--- config.mk ---
export PLATFORM = sky130hd
export DESIGN_NAME = mm_seq
export DESIGN_NICKNAME = d
export VERILOG_FILES = /design/src/rtl/mm_pkg.sv /design/src/rtl/mm_addr_gen.sv /design/src/rtl/mm_seq.sv
export SDC_FILE = /design/constraint.sdc
export NUM_CORES = 1
export LEC_CHECK = 0
export CORE_MARGIN = 5
export CORE_UTILIZATION = 57
export CTS_CLUSTER_SIZE = 28
export DETAILED_ROUTE_END_ITERATION = 16
export PLACE_DENSITY = 0.95
export SLEW_MARGIN = 40
export SYNTH_ARGS = -nofsm -noshare
export SYNTH_HDL_FRONTEND = slang
export SYNTH_HIERARCHICAL = 1
export SYNTH_SLANG_ARGS = --single-unit
--- constraint.sdc ---
create_clock -name clk -period 10.6 [get_ports clk]
set_input_delay 2.65 -clock clk [delete_from_list [all_inputs] [get_ports clk]]
set_output_delay 2.65 -clock clk [all_outputs]
set_load 0.02 [all_outputs]
--- src/rtl/mm_pkg.sv ---
// mm_pkg: shared widths, types and dimension-word field positions for mm_seq.
package mm_pkg;
   localparam int MM_ADDR_W = 12;
   localparam int MM_DATA_W = 32;
   localparam int MM_DIM_W  = 16;
   localparam int DIM_ROWS_MSB = 31;
   localparam int DIM_ROWS_LSB = 16;
   localparam int DIM_COLS_MSB = 15;
   localparam int DIM_COLS_LSB = 0;
   typedef logic [MM_DIM_W-1:0]  dim_t;
   typedef logic [MM_ADDR_W-1:0] addr_t;
   typedef logic [MM_DATA_W-1:0] data_t;
   typedef enum logic [2:0] {IDLE, DIM, STREAM, WAIT_ACC, WRITE, DONE} mm_state_e;
endpackage

--- src/rtl/mm_addr_gen.sv ---
// mm_addr_gen: i/j/k loop counters and running A/B/C word pointers for one job.
module mm_addr_gen
   import mm_pkg::*;
#(
   parameter int ADDR_W = MM_ADDR_W,
   parameter int DIM_W  = MM_DIM_W
) (
   input  logic              clk,
   input  logic              reset_n,
   input  logic              start_i,
   input  logic              step_i,
   input  logic              next_elem_i,
   input  logic [DIM_W-1:0]  m_i,
   input  logic [DIM_W-1:0]  k_i,
   input  logic [DIM_W-1:0]  n_i,
   output logic [ADDR_W-1:0] a_addr_o,
   output logic [ADDR_W-1:0] b_addr_o,
   output logic [ADDR_W-1:0] c_addr_o,
   output logic              first_o,
   output logic              last_o,
   output logic              done_o
);
   logic [DIM_W-1:0]  i_q, i_d, j_q, j_d, kk_q, kk_d;
   logic [ADDR_W-1:0] a_base_q, a_base_d, a_q, a_d, b_q, b_d, c_q, c_d;
   logic              row_end;

   assign row_end  = j_q == n_i - DIM_W'(1);
   assign first_o  = kk_q == '0;
   assign last_o   = kk_q == k_i - DIM_W'(1);
   assign done_o   = row_end && i_q == m_i - DIM_W'(1);
   assign a_addr_o = a_q;
   assign b_addr_o = b_q;
   assign c_addr_o = c_q;

   // A/B/C data start at word 1/1/0; row and column bases are rebuilt by addition only
   always_comb begin
      i_d      = i_q;
      j_d      = j_q;
      kk_d     = kk_q;
      a_base_d = a_base_q;
      a_d      = a_q;
      b_d      = b_q;
      c_d      = c_q;
      if (start_i) begin
         i_d      = '0;
         j_d      = '0;
         kk_d     = '0;
         a_base_d = ADDR_W'(1);
         a_d      = ADDR_W'(1);
         b_d      = ADDR_W'(1);
         c_d      = '0;
      end else if (step_i) begin
         kk_d = last_o ? '0 : kk_q + DIM_W'(1);
         a_d  = a_q + ADDR_W'(1);
         b_d  = b_q + ADDR_W'(n_i);
      end else if (next_elem_i) begin
         j_d      = row_end ? '0 : j_q + DIM_W'(1);
         i_d      = row_end ? i_q + DIM_W'(1) : i_q;
         a_base_d = row_end ? a_base_q + ADDR_W'(k_i) : a_base_q;
         a_d      = a_base_d;
         b_d      = ADDR_W'(1) + ADDR_W'(j_d);
         c_d      = c_q + ADDR_W'(1);
      end
   end

   always_ff @(posedge clk or negedge reset_n) begin
      if (!reset_n) begin
         i_q      <= '0;
         j_q      <= '0;
         kk_q     <= '0;
         a_base_q <= '0;
         a_q      <= '0;
         b_q      <= '0;
         c_q      <= '0;
      end else begin
         i_q      <= i_d;
         j_q      <= j_d;
         kk_q     <= kk_d;
         a_base_q <= a_base_d;
         a_q      <= a_d;
         b_q      <= b_d;
         c_q      <= c_d;
      end
   end
endmodule

--- src/rtl/mm_seq.sv ---
// mm_seq: sequences SRAM reads, MAC operand streaming and result writes for one C = A x B job.
module mm_seq
   import mm_pkg::*;
#(
   parameter int ADDR_W = MM_ADDR_W,
   parameter int DATA_W = MM_DATA_W,
   parameter int DIM_W  = MM_DIM_W
) (
   input  logic              clk,
   input  logic              reset_n,
   input  logic              dut_valid,
   output logic              dut_ready,
   output logic [ADDR_W-1:0] dut__tb__sram_input_read_address,
   input  logic [DATA_W-1:0] tb__dut__sram_input_read_data,
   output logic [ADDR_W-1:0] dut__tb__sram_weight_read_address,
   input  logic [DATA_W-1:0] tb__dut__sram_weight_read_data,
   output logic              dut__tb__sram_result_write_enable,
   output logic [ADDR_W-1:0] dut__tb__sram_result_write_address,
   output logic [DATA_W-1:0] dut__tb__sram_result_write_data,
   output logic              mac_valid,
   output logic              mac_first,
   output logic              mac_last,
   output logic [DATA_W-1:0] mac_a,
   output logic [DATA_W-1:0] mac_b,
   input  logic              acc_done,
   input  logic [DATA_W-1:0] acc_data,
   output logic              dim_err
);
   mm_state_e         state_q, state_d;
   logic [DIM_W-1:0]  m_q, m_d, k_q, k_d, n_q, n_d, kb;
   logic [DATA_W-1:0] sum_q, sum_d;
   logic [ADDR_W-1:0] a_addr, b_addr, c_addr;
   logic              valid_q, first_q, last_q, err_q;
   logic              in_dim, zero_dim, mismatch, start, step, next_elem, first, last, done;

   assign in_dim    = state_q == DIM;
   assign m_d       = in_dim ? DIM_W'(tb__dut__sram_input_read_data[DIM_ROWS_MSB:DIM_ROWS_LSB]) : m_q;
   assign k_d       = in_dim ? DIM_W'(tb__dut__sram_input_read_data[DIM_COLS_MSB:DIM_COLS_LSB]) : k_q;
   assign n_d       = in_dim ? DIM_W'(tb__dut__sram_weight_read_data[DIM_COLS_MSB:DIM_COLS_LSB]) : n_q;
   assign kb        = DIM_W'(tb__dut__sram_weight_read_data[DIM_ROWS_MSB:DIM_ROWS_LSB]);
   assign zero_dim  = m_d == '0 || k_d == '0 || n_d == '0;
   assign mismatch  = kb != k_d;
   assign start     = in_dim && !zero_dim && !mismatch;
   assign step      = state_q == STREAM;
   assign next_elem = state_q == WRITE;
   assign sum_d     = (state_q == WAIT_ACC && acc_done) ? acc_data : sum_q;

   mm_addr_gen #(.ADDR_W(ADDR_W), .DIM_W(DIM_W)) u_addr_gen (
      .clk         (clk),
      .reset_n     (reset_n),
      .start_i     (start),
      .step_i      (step),
      .next_elem_i (next_elem),
      .m_i         (m_q),
      .k_i         (k_q),
      .n_i         (n_q),
      .a_addr_o    (a_addr),
      .b_addr_o    (b_addr),
      .c_addr_o    (c_addr),
      .first_o     (first),
      .last_o      (last),
      .done_o      (done)
   );

   always_comb begin
      state_d = state_q;
      case (state_q)
         IDLE:     state_d = (dut_valid && dut_ready) ? DIM : IDLE;
         DIM:      state_d = start ? STREAM : DONE;
         STREAM:   state_d = last ? WAIT_ACC : STREAM;
         WAIT_ACC: state_d = acc_done ? WRITE : WAIT_ACC;
         WRITE:    state_d = done ? DONE : STREAM;
         default:  state_d = IDLE;
      endcase
   end

   // Issue flags are delayed one cycle so they line up with the SRAM read data
   always_ff @(posedge clk or negedge reset_n) begin
      if (!reset_n) begin
         state_q <= IDLE;
         m_q     <= '0;
         k_q     <= '0;
         n_q     <= '0;
         sum_q   <= '0;
         valid_q <= 1'b0;
         first_q <= 1'b0;
         last_q  <= 1'b0;
         err_q   <= 1'b0;
      end else begin
         state_q <= state_d;
         m_q     <= m_d;
         k_q     <= k_d;
         n_q     <= n_d;
         sum_q   <= sum_d;
         valid_q <= step;
         first_q <= step && first;
         last_q  <= step && last;
         err_q   <= in_dim && mismatch;
      end
   end

   assign dut_ready                          = state_q == IDLE;
   assign dut__tb__sram_input_read_address   = dut_ready ? '0 : a_addr;
   assign dut__tb__sram_weight_read_address  = dut_ready ? '0 : b_addr;
   assign dut__tb__sram_result_write_enable  = next_elem;
   assign dut__tb__sram_result_write_address = c_addr;
   assign dut__tb__sram_result_write_data    = sum_q;
   assign mac_valid                          = valid_q;
   assign mac_first                          = first_q;
   assign mac_last                           = last_q;
   assign mac_a                              = valid_q ? tb__dut__sram_input_read_data : '0;
   assign mac_b                              = valid_q ? tb__dut__sram_weight_read_data : '0;
   assign dim_err                            = err_q;
endmodule

==> results of run 1 <==
final timing paths:
path                                     endpoint                              start  slack [ns]
max                            u_addr_gen/i_q[15]  tb__dut__sram_input_read_data[15]        3.70
min                                       n_q[15]                            n_q[15]        0.50
max reg2reg                u_addr_gen/b_addr_o[4]                             n_q[1]        5.40
min reg2reg                               n_q[15]                            n_q[15]        0.50
max in group asynchronous                 m_q[10]                            reset_n        6.88
min in group asynchronous      u_addr_gen/kk_q[2]                            reset_n        2.13
report_power, final:
| part | total, mW | internal [mW] | switching, mW |
|---|---|---|---|
| Clock | 0.622 | 0.317 | 0.305 |
| Sequential | 1.30 | 0.930 | 0.373 |
| Combinational | 2.32 | 1.06 | 1.26 |
| Total | 4.25 | 2.31 | 1.94 |
sequential cells by signal, summed over array words and instances, names as in the netlist, 16 cells and up:
name,cells
dut__tb__sram_result_write_data,32
k_q,16
m_q,16
n_q,16
u_addr_gen/i_q,16
u_addr_gen/j_q,16
u_addr_gen/kk_q,16
critical path, stage by stage:
cell and delay, ns:
sky130_fd_sc_hd__clkdlybuf4s50_1 0.59, sky130_fd_sc_hd__nand2b_1 0.14, sky130_fd_sc_hd__a41oi_1 0.09, sky130_fd_sc_hd__or4_1 0.55, sky130_fd_sc_hd__or4_4 0.45, sky130_fd_sc_hd__nor4_4 0.27, sky130_fd_sc_hd__buf_4 0.58, sky130_fd_sc_hd__nand2b_1 0.38
sky130_fd_sc_hd__nand4_1 0.27, sky130_fd_sc_hd__nor4_1 0.39, sky130_fd_sc_hd__and3_1 0.24, sky130_fd_sc_hd__nand2_1 0.07, sky130_fd_sc_hd__or4_1 0.39, sky130_fd_sc_hd__a21oi_1 0.15
metal layers:
| metal | GRT usage | up-vias |
|---|---|---|
| li1 | - | 5354 |
| met1 | 0.376 | 5662 |
| met2 | 0.499 | 675 |
| met3 | 0.0979 | 125 |
| met4 | 0.121 | 0 |
| met5 | 0 | - |
cell usage after synthesis, drive strengths merged, types with 5 or more instances:
library cell / number / area share
clkbuf: 66 / 0.020
nand2b: 28 / 0.014
buf: 11 / 0.0054
inv: 30 / 0.0092
a31oi: 21 / 0.011
nor3: 35 / 0.015
mux2i: 16 / 0.013
or2: 5 / 0.0026
nand2: 185 / 0.057
mux2: 44 / 0.041
dfrtp: 183 / 0.38
and3: 18 / 0.0092
nor4b: 6 / 0.0043
nand3: 40 / 0.016
or3: 23 / 0.012
a21o: 18 / 0.011
nand4: 22 / 0.011
a211oi: 8 / 0.0049
o21a: 5 / 0.0031
xor2: 42 / 0.030
xnor2: 82 / 0.059
nor2b: 34 / 0.017
ha: 32 / 0.033
a22o: 6 / 0.0043
a221oi: 8 / 0.0057
o22ai: 9 / 0.0046
nor3b: 15 / 0.010
nor4: 34 / 0.019
o21ai: 63 / 0.026
o21bai: 6 / 0.0037
a21oi: 53 / 0.022
or4: 15 / 0.0098
o211ai: 9 / 0.0055
nor2: 82 / 0.026
and2: 71 / 0.036
cells by family after synthesis:
| family | synth area share |
|---|---|
| XOR/XNOR | 0.0890 |
| adder cells (fa/ha/maj) | 0.0361 |
| flip-flops | 0.375 |
| buffers and inverters | 0.0353 |
| multiplexers | 0.0540 |
| AND/OR/NAND/NOR | 0.274 |
| AO/OA/AOI/OAI | 0.136 |
per-stage QoR:
step / setup WS (ns) / instances / hold slack (ns) / util
finish: 3.70 / 1876 / 0.504 / 0.727
global route: 3.38 / 1876 / 0.538 / 0.727
CTS: 3.74 / 1875 / 0.507 / 0.726
global placement: 3.44 / 1843 / 0.483 / 0.698
floorplan: 4.74 / 1394 / 0.465 / -
detailed placement: 3.30 / 1843 / 0.489 / 0.699
cell type report:
class,instances,area [µm²]
Timing Repair Buffer,252,2500
Inverter,31,116
Fill cell,1456,5750
Multi-Input combinational cell,1103,7220
Tap cell,275,344
Clock inverter,14,131
Sequential cell,183,4580
Clock buffer,18,439
==> results.py, run 1 <==
metrics = {
    "min_path": {
        "min_delay_path_depth": 2,
        "timing.hold.worst.class": "register to register",
    },
    "yosys": {
        "synth-main-ff-cell": "sky130_fd_sc_hd__dfrtp_1",
        "syn_avg_cell_area_um2": 8.76,
        "postSynthRegisterBits": 183,
        "synthesis.nets": 1528,
        "syn-cell-area_um2": 12200,
        "ys_types": 83,
        "post_synth_inst_count": 1394,
        "postSynth.asyncResetShare": 1.00,
        "synth_seq_area_share": 0.375,
        "yosysWarningCount": 6,
        "synth-edff-count": 0,
    },
    "floorplanning": {
        "floorplan.die.height_um": 156,
        "design.portCount": 238,
        "start_util": 0.579,
        "floorplan.core_area_um2": 21100,
        "placement_rows": 53,
        "fp.dieArea_um2": 24400,
        "die_w_um": 156,
    },
    "pwr": {
        "report.power.total_mw": 4.25,
        "total_leakage_power_nw": 6.32,
        "power.density_cell_area_nw_per_um2": 277,
        "irDropWorstVdd_mv": 0.196,
    },
    "clock_network": {
        "cts_htree_levels": 4,
        "postCtsHoldBufs": 0,
        "cts_resized": 0,
        "worst_skew_pair.late_latency_ns": 0.44,
        "clk_pin_slew_worst_paths_ns": 0.07,
        "root_buffer": "sky130_fd_sc_hd__clkbuf_16",
        "tritoncts": "done",
        "cts-root-to-sink-buffers": 2,
        "cts_made_buffers": 17,
        "cts_num_sinks": 183,
        "post-cts-setup-buffers": 0,
    },
    "sta": {
        "final-setup-viol-count": 0,
        "fmax_ghz": 0.145,
        "unrepaired_setup_endpoints_after_global_routing": "false",
        "timing.slew.headroom": 0.464,
        "timing.final.max_slew_violations": 0,
        "finalHoldViolCount": 0,
        "skew_ns": 0.0116,
        "finalCriticalPeriod_ns": 6.90,
        "worstMarginPinSlew_ns": 0.784,
        "totalNegativeSetupSlack_ns": 0,
        "layout_worst_path_cycle_share": 0.651,
    },
    "route": {
        "first_iter_violations": 1306,
        "wl_mm": 38.0,
        "routed_wire_per_std_cell_um": 20.3,
        "post-route-drc-count": 0,
        "route.vias.total": 11816,
        "drt_pass1_iterations": 6,
        "post_drt_via_cell_ratio": 6.30,
        "drt.antenna.violating_nets": 0,
        "met3RoutedLength_mm": 4.32,
        "routed-wl-met2_mm": 17.9,
        "top_signal_layer_used": "met4",
        "wirelength_met1_mm": 14.4,
    },
    "worst_setup_path": {
        "setup.worst_path.start_class": "input port",
        "reg2regPathDepth": 17,
        "critPathKind": "input port to register",
        "end_kind": "register",
        "largest_driver_fanout_on_the_critical_path": 61,
        "arrival_ns": 7.26,
        "required_ns": 10.96,
    },
    "status": {
        "status": "complete, no violations",
    },
    "global_route": {
        "grt_pass1_vias": 11595,
        "global_route_usage_over_all_layers": 0.305,
        "overflow": 0,
        "antenna_found_initial": 0,
        "wire_length_of_the_first_global_routing_pass_mm": 60.2,
        "largest_net_degree_at_the_start_of_global_routing": 82,
    },
    "final_layout": {
        "drive_gt1_frac": 0.0718,
        "most_frequent_cells_in_the_layout": "236 x sky130_fd_sc_hd__clkdlybuf4s50_1, 185 x sky130_fd_sc_hd__nand2_1, 182 x sky130_fd_sc_hd__dfrtp_1",
        "area_delta_synth_final_pct": 25.6,
        "finish.instance_area_um2": 15300,
        "final_common_cell": "sky130_fd_sc_hd__clkdlybuf4s50_1",
        "num_antenna_cells": 0,
        "final_net_count": 1722,
    },
    "placement": {
        "dpl.hpwl_mm": 27.7,
        "gp_congestion": 0.965,
        "post_dp_cell_area_um2": 14700,
        "port_buffers": 237,
    },
    "job": {
        "drv.max_cap_violation_count": 0,
    },
}
No activity file was read; power rests on OpenSTA's default activity.
==> run 2: changes to the inputs <==
Settings changed: CORE_UTILIZATION 57 to 48, PLACE_DENSITY 0.95 to 0.86.
Clock period 10.6 ns to 6 ns, I/O delays scaled along.
==> run 2 against run 1 <==
Via count down 1.8%. Critical endpoint unchanged. Largest power group unchanged. Sequential cell count stayed put. Highest routed layer is now met5. Clock power grew 83%. Total power rose by 77%.
==> results.py, run 2 (synthesis gave the netlist of run 1 again) <==
metrics = {
    "status": {
        "status": "complete, no violations",
    },
    "job": {
        "drv.max_cap_violation_count": 0,
    },
    "floorplanning": {
        "fp.dieArea_um2": 28700,
        "start_util": 0.486,
        "die_w_um": 169,
        "floorplan.core_area_um2": 25100,
        "floorplan.die.height_um": 169,
        "placement_rows": 58,
        "design.portCount": 238,
    },
    "global_route": {
        "overflow": 0,
        "global_route_usage_over_all_layers": 0.261,
        "wire_length_of_the_first_global_routing_pass_mm": 60.9,
        "largest_net_degree_at_the_start_of_global_routing": 137,
        "antenna_found_initial": 1,
        "grt_pass1_vias": 11303,
    },
    "route": {
        "post_drt_via_cell_ratio": 5.99,
        "wl_mm": 37.9,
        "routed_wire_per_std_cell_um": 19.6,
        "route.vias.total": 11601,
        "post-route-drc-count": 0,
        "drt_pass1_iterations": 8,
        "first_iter_violations": 1295,
        "drt.antenna.violating_nets": 0,
    },
    "sta": {
        "worstMarginPinSlew_ns": 0.791,
        "finalCriticalPeriod_ns": 4.97,
        "finalHoldViolCount": 0,
        "timing.final.max_slew_violations": 0,
        "timing.slew.headroom": 0.473,
        "layout_worst_path_cycle_share": 0.828,
        "totalNegativeSetupSlack_ns": 0,
        "fmax_ghz": 0.201,
        "final-setup-viol-count": 0,
        "skew_ns": 0.0107,
        "unrepaired_setup_endpoints_after_global_routing": "false",
    },
    "worst_setup_path": {
        "worstReg2RegStart": "n_q[1]",
        "setup.worst_path.start_class": "input port",
        "reg2regPathDepth": 16,
        "reg2reg_slack_ns": 1.13,
        "largest_driver_fanout_on_the_critical_path": 6,
        "critPathKind": "input port to register",
        "end_kind": "register",
        "rr_endpoint": "u_addr_gen/b_addr_o[4]",
        "arrival_ns": 5.33,
        "required_ns": 6.36,
    },
    "placement": {
        "dpl.hpwl_mm": 27.6,
        "gp_congestion": 0.916,
        "placedCellCount": 1904,
        "port_buffers": 237,
    },
    "clock_network": {
        "post-cts-setup-buffers": 0,
        "cts_htree_levels": 4,
        "tritoncts": "done",
        "cts_made_buffers": 17,
        "cts_resized": 0,
        "postCtsHoldBufs": 0,
        "cts-root-to-sink-buffers": 2,
        "clk_pin_slew_worst_paths_ns": 0.07,
        "worst_skew_pair.late_latency_ns": 0.44,
        "cts_num_sinks": 183,
        "root_buffer": "sky130_fd_sc_hd__clkbuf_16",
    },
    "final_layout": {
        "num_antenna_cells": 0,
        "final_net_count": 1728,
        "final_common_cell": "sky130_fd_sc_hd__clkdlybuf4s50_1",
        "most_frequent_cells_in_the_layout": "236 x sky130_fd_sc_hd__clkdlybuf4s50_1, 185 x sky130_fd_sc_hd__nand2_1, 182 x sky130_fd_sc_hd__dfrtp_1",
        "final_cell_count_no_fill": 1937,
        "largest_register_ff_count": 32,
        "nFillCells": 2110,
        "area_delta_synth_final_pct": 26.8,
        "drive_gt1_frac": 0.0759,
    },
    "min_path": {
        "min_delay_path_depth": 2,
        "worstHoldEndpoint": "m_q[15]",
        "timing.hold.worst.class": "register to register",
        "worstHoldStart": "m_q[15]",
    },
    "pwr": {
        "power.density_cell_area_nw_per_um2": 487,
        "irDropWorstVdd_mv": 0.320,
        "total_leakage_power_nw": 6.38,
    },
}
-- run 2: cell count changes in the layout (fill, tap and decap cells not counted), sizes merged --
cell      previous run  this run
buf                 15        22
clkbuf              19        17
bufinv               0         1
clkinvlp             2         1
inv                 38        39
-- run 2: how the worst max path moves through the flow --
| stage | cells past startpoint | startpoint | slack (ns) | endpoint |
|---|---|---|---|---|
| global placement | 11 | tb__dut__sram_input_read_data[15] | 0.76 | u_addr_gen/j_q[4] |
| finish | 13 | tb__dut__sram_input_read_data[14] | 1.03 | u_addr_gen/i_q[15] |
| floorplan | 13 | tb__dut__sram_weight_read_data[23] | 1.29 | u_addr_gen/i_q[15] |
| global route | 13 | tb__dut__sram_input_read_data[15] | 0.82 | u_addr_gen/i_q[15] |
| CTS | 13 | tb__dut__sram_input_read_data[14] | 1.10 | u_addr_gen/i_q[15] |
| detailed placement | 13 | tb__dut__sram_input_read_data[15] | 0.67 | u_addr_gen/i_q[15] |
-- run 2: stage by stage --
stage | setup WS, ns | utilization | power (mW) | hold slack, ns | instance area [µm²]
after floorplan | 1.29 | - | 4.82 | 0.465 | 12200
after global placement | 0.763 | 0.591 | 6.18 | 0.486 | 14800
after detailed placement | 0.672 | 0.592 | 6.33 | 0.491 | 14900
after CTS | 1.10 | 0.616 | 7.51 | 0.508 | 15500
after global routing | 0.816 | 0.617 | 8.05 | 0.539 | 15500
final | 1.03 | 0.617 | 7.54 | 0.506 | 15500
-- run 2: per-layer routing --
layer,track usage,part of all wire,vias up
met4,0.0746,0.017,2
met5,0,0.00029,-
met1,0.336,0.40,5570
li1,-,-,5368
met2,0.437,0.48,586
met3,0.0669,0.10,75
-- run 2: power by group --
part           switching, mW  total (mW)  internal (mW)
clock network          0.549        1.14          0.591
logic                   2.21        4.11           1.90
registers              0.645        2.29           1.64
-- run 2: final cells by class --
class | instances | area (µm²) | area share
sequential | 183 | 4580 | 0.296
multi-input combinational | 1103 | 7230 | 0.467
tap | 330 | 413 | 0.0267
inverter | 31 | 116 | 0.00751
clock buffer | 17 | 425 | 0.0275
timing repair buffer | 258 | 2570 | 0.166
clock inverter | 15 | 154 | 0.00994
-- run 2: worst max-delay path, stage by stage --
cell and delay [ns]:
sky130_fd_sc_hd__clkdlybuf4s50_1 0.55, sky130_fd_sc_hd__nand2b_1 0.13, sky130_fd_sc_hd__a41oi_1 0.10, sky130_fd_sc_hd__or4_1 0.54, sky130_fd_sc_hd__or4_4 0.45, sky130_fd_sc_hd__nor4_4 0.33
sky130_fd_sc_hd__nand2b_1 0.19, sky130_fd_sc_hd__nand4_1 0.25, sky130_fd_sc_hd__nor4_1 0.39, sky130_fd_sc_hd__and3_1 0.24, sky130_fd_sc_hd__nand2_1 0.07, sky130_fd_sc_hd__or4_1 0.42
sky130_fd_sc_hd__a21oi_1 0.16
==> run 3: changes to the inputs <==
Clock period 6 ns to 4.15 ns, I/O delays scaled along.
==> run 3 against run 2 <==
Core utilization grew 3.0 points. Total power grew 50%. Non-clock buffer count grew 75. Via count grew 4.4%. Global-route usage grew 1.1 points. Die area is the same. Sequential power grew 38%. Largest power group unchanged.
==> results.py, run 3 (synthesis gave the netlist of run 1 again) <==
metrics = {
    "pwr": {
        "irDropWorstVdd_mv": 0.457,
        "total_leakage_power_nw": 6.90,
        "power.density_cell_area_nw_per_um2": 698,
        "report.power.total_mw": 11.3,
    },
    "route": {
        "route.vias.total": 12116,
        "drt.antenna.violating_nets": 0,
        "first_iter_violations": 1122,
        "post_drt_via_cell_ratio": 6.02,
        "post-route-drc-count": 0,
        "routed_wire_per_std_cell_um": 19.9,
        "drt_pass1_iterations": 7,
        "wl_mm": 40.1,
    },
    "sta": {
        "layout_worst_path_cycle_share": 0.984,
        "whs_ns": 0.511,
        "fmax_ghz": 0.245,
        "finalCriticalPeriod_ns": 4.08,
        "skew_ns": 0.0154,
        "worstMarginPinSlew_ns": 0.707,
        "finalHoldViolCount": 0,
        "final-setup-viol-count": 0,
        "timing.final.max_slew_violations": 0,
        "timing.slew.headroom": 0.524,
    },
    "final_layout": {
        "final_common_cell": "sky130_fd_sc_hd__clkdlybuf4s50_1",
        "final_cell_count_no_fill": 2013,
        "final_net_count": 1803,
        "finalCoreUtilization": 0.646,
        "largest_register_ff_count": 32,
        "drive_gt1_frac": 0.129,
        "nFillCells": 1921,
        "most_frequent_cells_in_the_layout": "220 x sky130_fd_sc_hd__clkdlybuf4s50_1, 185 x sky130_fd_sc_hd__nand2_1, 182 x sky130_fd_sc_hd__dfrtp_1",
        "area_delta_synth_final_pct": 32.9,
    },
    "placement": {
        "port_buffers": 237,
        "gp_congestion": 0.951,
        "dpl.hpwl_mm": 29.2,
        "placedCellCount": 1973,
    },
    "status": {
        "status": "complete, no violations",
    },
    "worst_setup_path": {
        "worstReg2RegStart": "state_q[2]",
        "rr_endpoint": "u_addr_gen/i_q[10]",
        "end_kind": "register",
        "required_ns": 4.51,
        "arrival_ns": 4.44,
        "largest_driver_fanout_on_the_critical_path": 5,
        "setup.worst_path.start_class": "input port",
        "reg2regPathDepth": 12,
        "reg2reg_slack_ns": 0.14,
        "critPathKind": "input port to register",
    },
    "job": {
        "drv.max_cap_violation_count": 0,
    },
    "floorplanning": {
        "floorplan.core_area_um2": 25100,
        "design.portCount": 238,
        "start_util": 0.486,
        "floorplan.die.height_um": 169,
        "fp.dieArea_um2": 28700,
        "placement_rows": 58,
        "die_w_um": 169,
    },
    "min_path": {
        "min_delay_path_depth": 1,
        "timing.hold.worst.class": "register to register",
        "worstHoldStart": "dut__tb__sram_result_write_data[25]",
        "worstHoldEndpoint": "dut__tb__sram_result_write_data[25]",
    },
    "global_route": {
        "overflow": 0,
        "antenna_found_initial": 1,
        "grt_pass1_vias": 12336,
        "largest_net_degree_at_the_start_of_global_routing": 83,
        "wire_length_of_the_first_global_routing_pass_mm": 63.5,
        "global_route_usage_over_all_layers": 0.272,
    },
    "clock_network": {
        "cts_made_buffers": 17,
        "cts_num_sinks": 183,
        "worst_skew_pair.late_latency_ns": 0.44,
        "cts-root-to-sink-buffers": 2,
        "root_buffer": "sky130_fd_sc_hd__clkbuf_16",
        "postCtsHoldBufs": 0,
        "tritoncts": "done",
        "clk_pin_slew_worst_paths_ns": 0.07,
        "cts_htree_levels": 4,
    },
}
## run 3: changes by cell type in the layout (fill, tap and decap cells not counted), sizes merged
cell	change
diode	+1
clkinvlp	+3
dlymetal6s2s	+15
buf	+74
bufinv	+1
clkdlybuf4s50	-16
inv	-5
clkinv	-1
clkbuf	+4
## run 3: power by group
part | switching, mW | internal, mW
Combinational | 3.53 | 2.99
Clock | 0.750 | 0.896
Sequential | 0.788 | 2.38
Total | 5.06 | 6.27
## run 3: layout make-up
| class | count | area [µm²] | area share |
|---|---|---|---|
| multi-input combinational | 1103 | 7370 | 0.454 |
| sequential | 183 | 4580 | 0.282 |
| timing repair buffer | 333 | 3170 | 0.195 |
| clock buffer | 19 | 433 | 0.0267 |
| tap | 330 | 413 | 0.0254 |
| clock inverter | 13 | 146 | 0.00902 |
| inverter | 31 | 116 | 0.00717 |
| antenna | 1 | 2.50 | 0.000154 |
## run 3: what timing repair did
item	in CTS	in global routing
resized for setup	3	38
cloned	0	0
pin swaps	3	12
endpoints found under the setup margin	10	31
endpoints found under the hold margin	0	0
setup buffers	4	4
## run 3: per-stage QoR
step | TNS (ns) | setup WS, ns | area, µm²
floorplan | 0 | 0.0290 | 12200
global placement | -14.03 | -0.460 | 15400
detailed placement | -20.67 | -0.591 | 15400
CTS | 0 | 0.00799 | 16000
global route | -0.0125 | -0.0125 | 16200
finish | 0 | 0.0681 | 16200
## run 3: how the worst max path moves through the flow
stage,startpoint,to,depth (start not counted)
finish,tb__dut__sram_input_read_data[10],u_addr_gen/i_q[10],12
global route,tb__dut__sram_input_read_data[10],u_addr_gen/i_q[10],12
CTS,tb__dut__sram_weight_read_data[23],u_addr_gen/i_q[15],13
detailed placement,tb__dut__sram_input_read_data[14],u_addr_gen/i_q[15],13
global placement,tb__dut__sram_input_read_data[14],u_addr_gen/i_q[15],13
floorplan,n_q[1],u_addr_gen/b_addr_o[4],19
## run 3: critical path, cell delays in order
cell and delay (ns):
sky130_fd_sc_hd__clkdlybuf4s50_1 0.44, sky130_fd_sc_hd__xor2_1 0.20, sky130_fd_sc_hd__a2111oi_4 0.27, sky130_fd_sc_hd__a31oi_1 0.08, sky130_fd_sc_hd__or4_4 0.45, sky130_fd_sc_hd__nor4_4 0.34
sky130_fd_sc_hd__nand2b_4 0.21, sky130_fd_sc_hd__nand4_1 0.14, sky130_fd_sc_hd__buf_4 0.18, sky130_fd_sc_hd__or4_4 0.56, sky130_fd_sc_hd__or3_4 0.41, sky130_fd_sc_hd__a21oi_2 0.12
## run 3: routing by layer
layer	vias up	wire length [µm]	GRT usage
met3	117	4030	0.0645
met5	-	0	0
li1	5504	-	-
met1	5770	15500	0.338
met4	0	1240	0.102
met2	725	19400	0.460
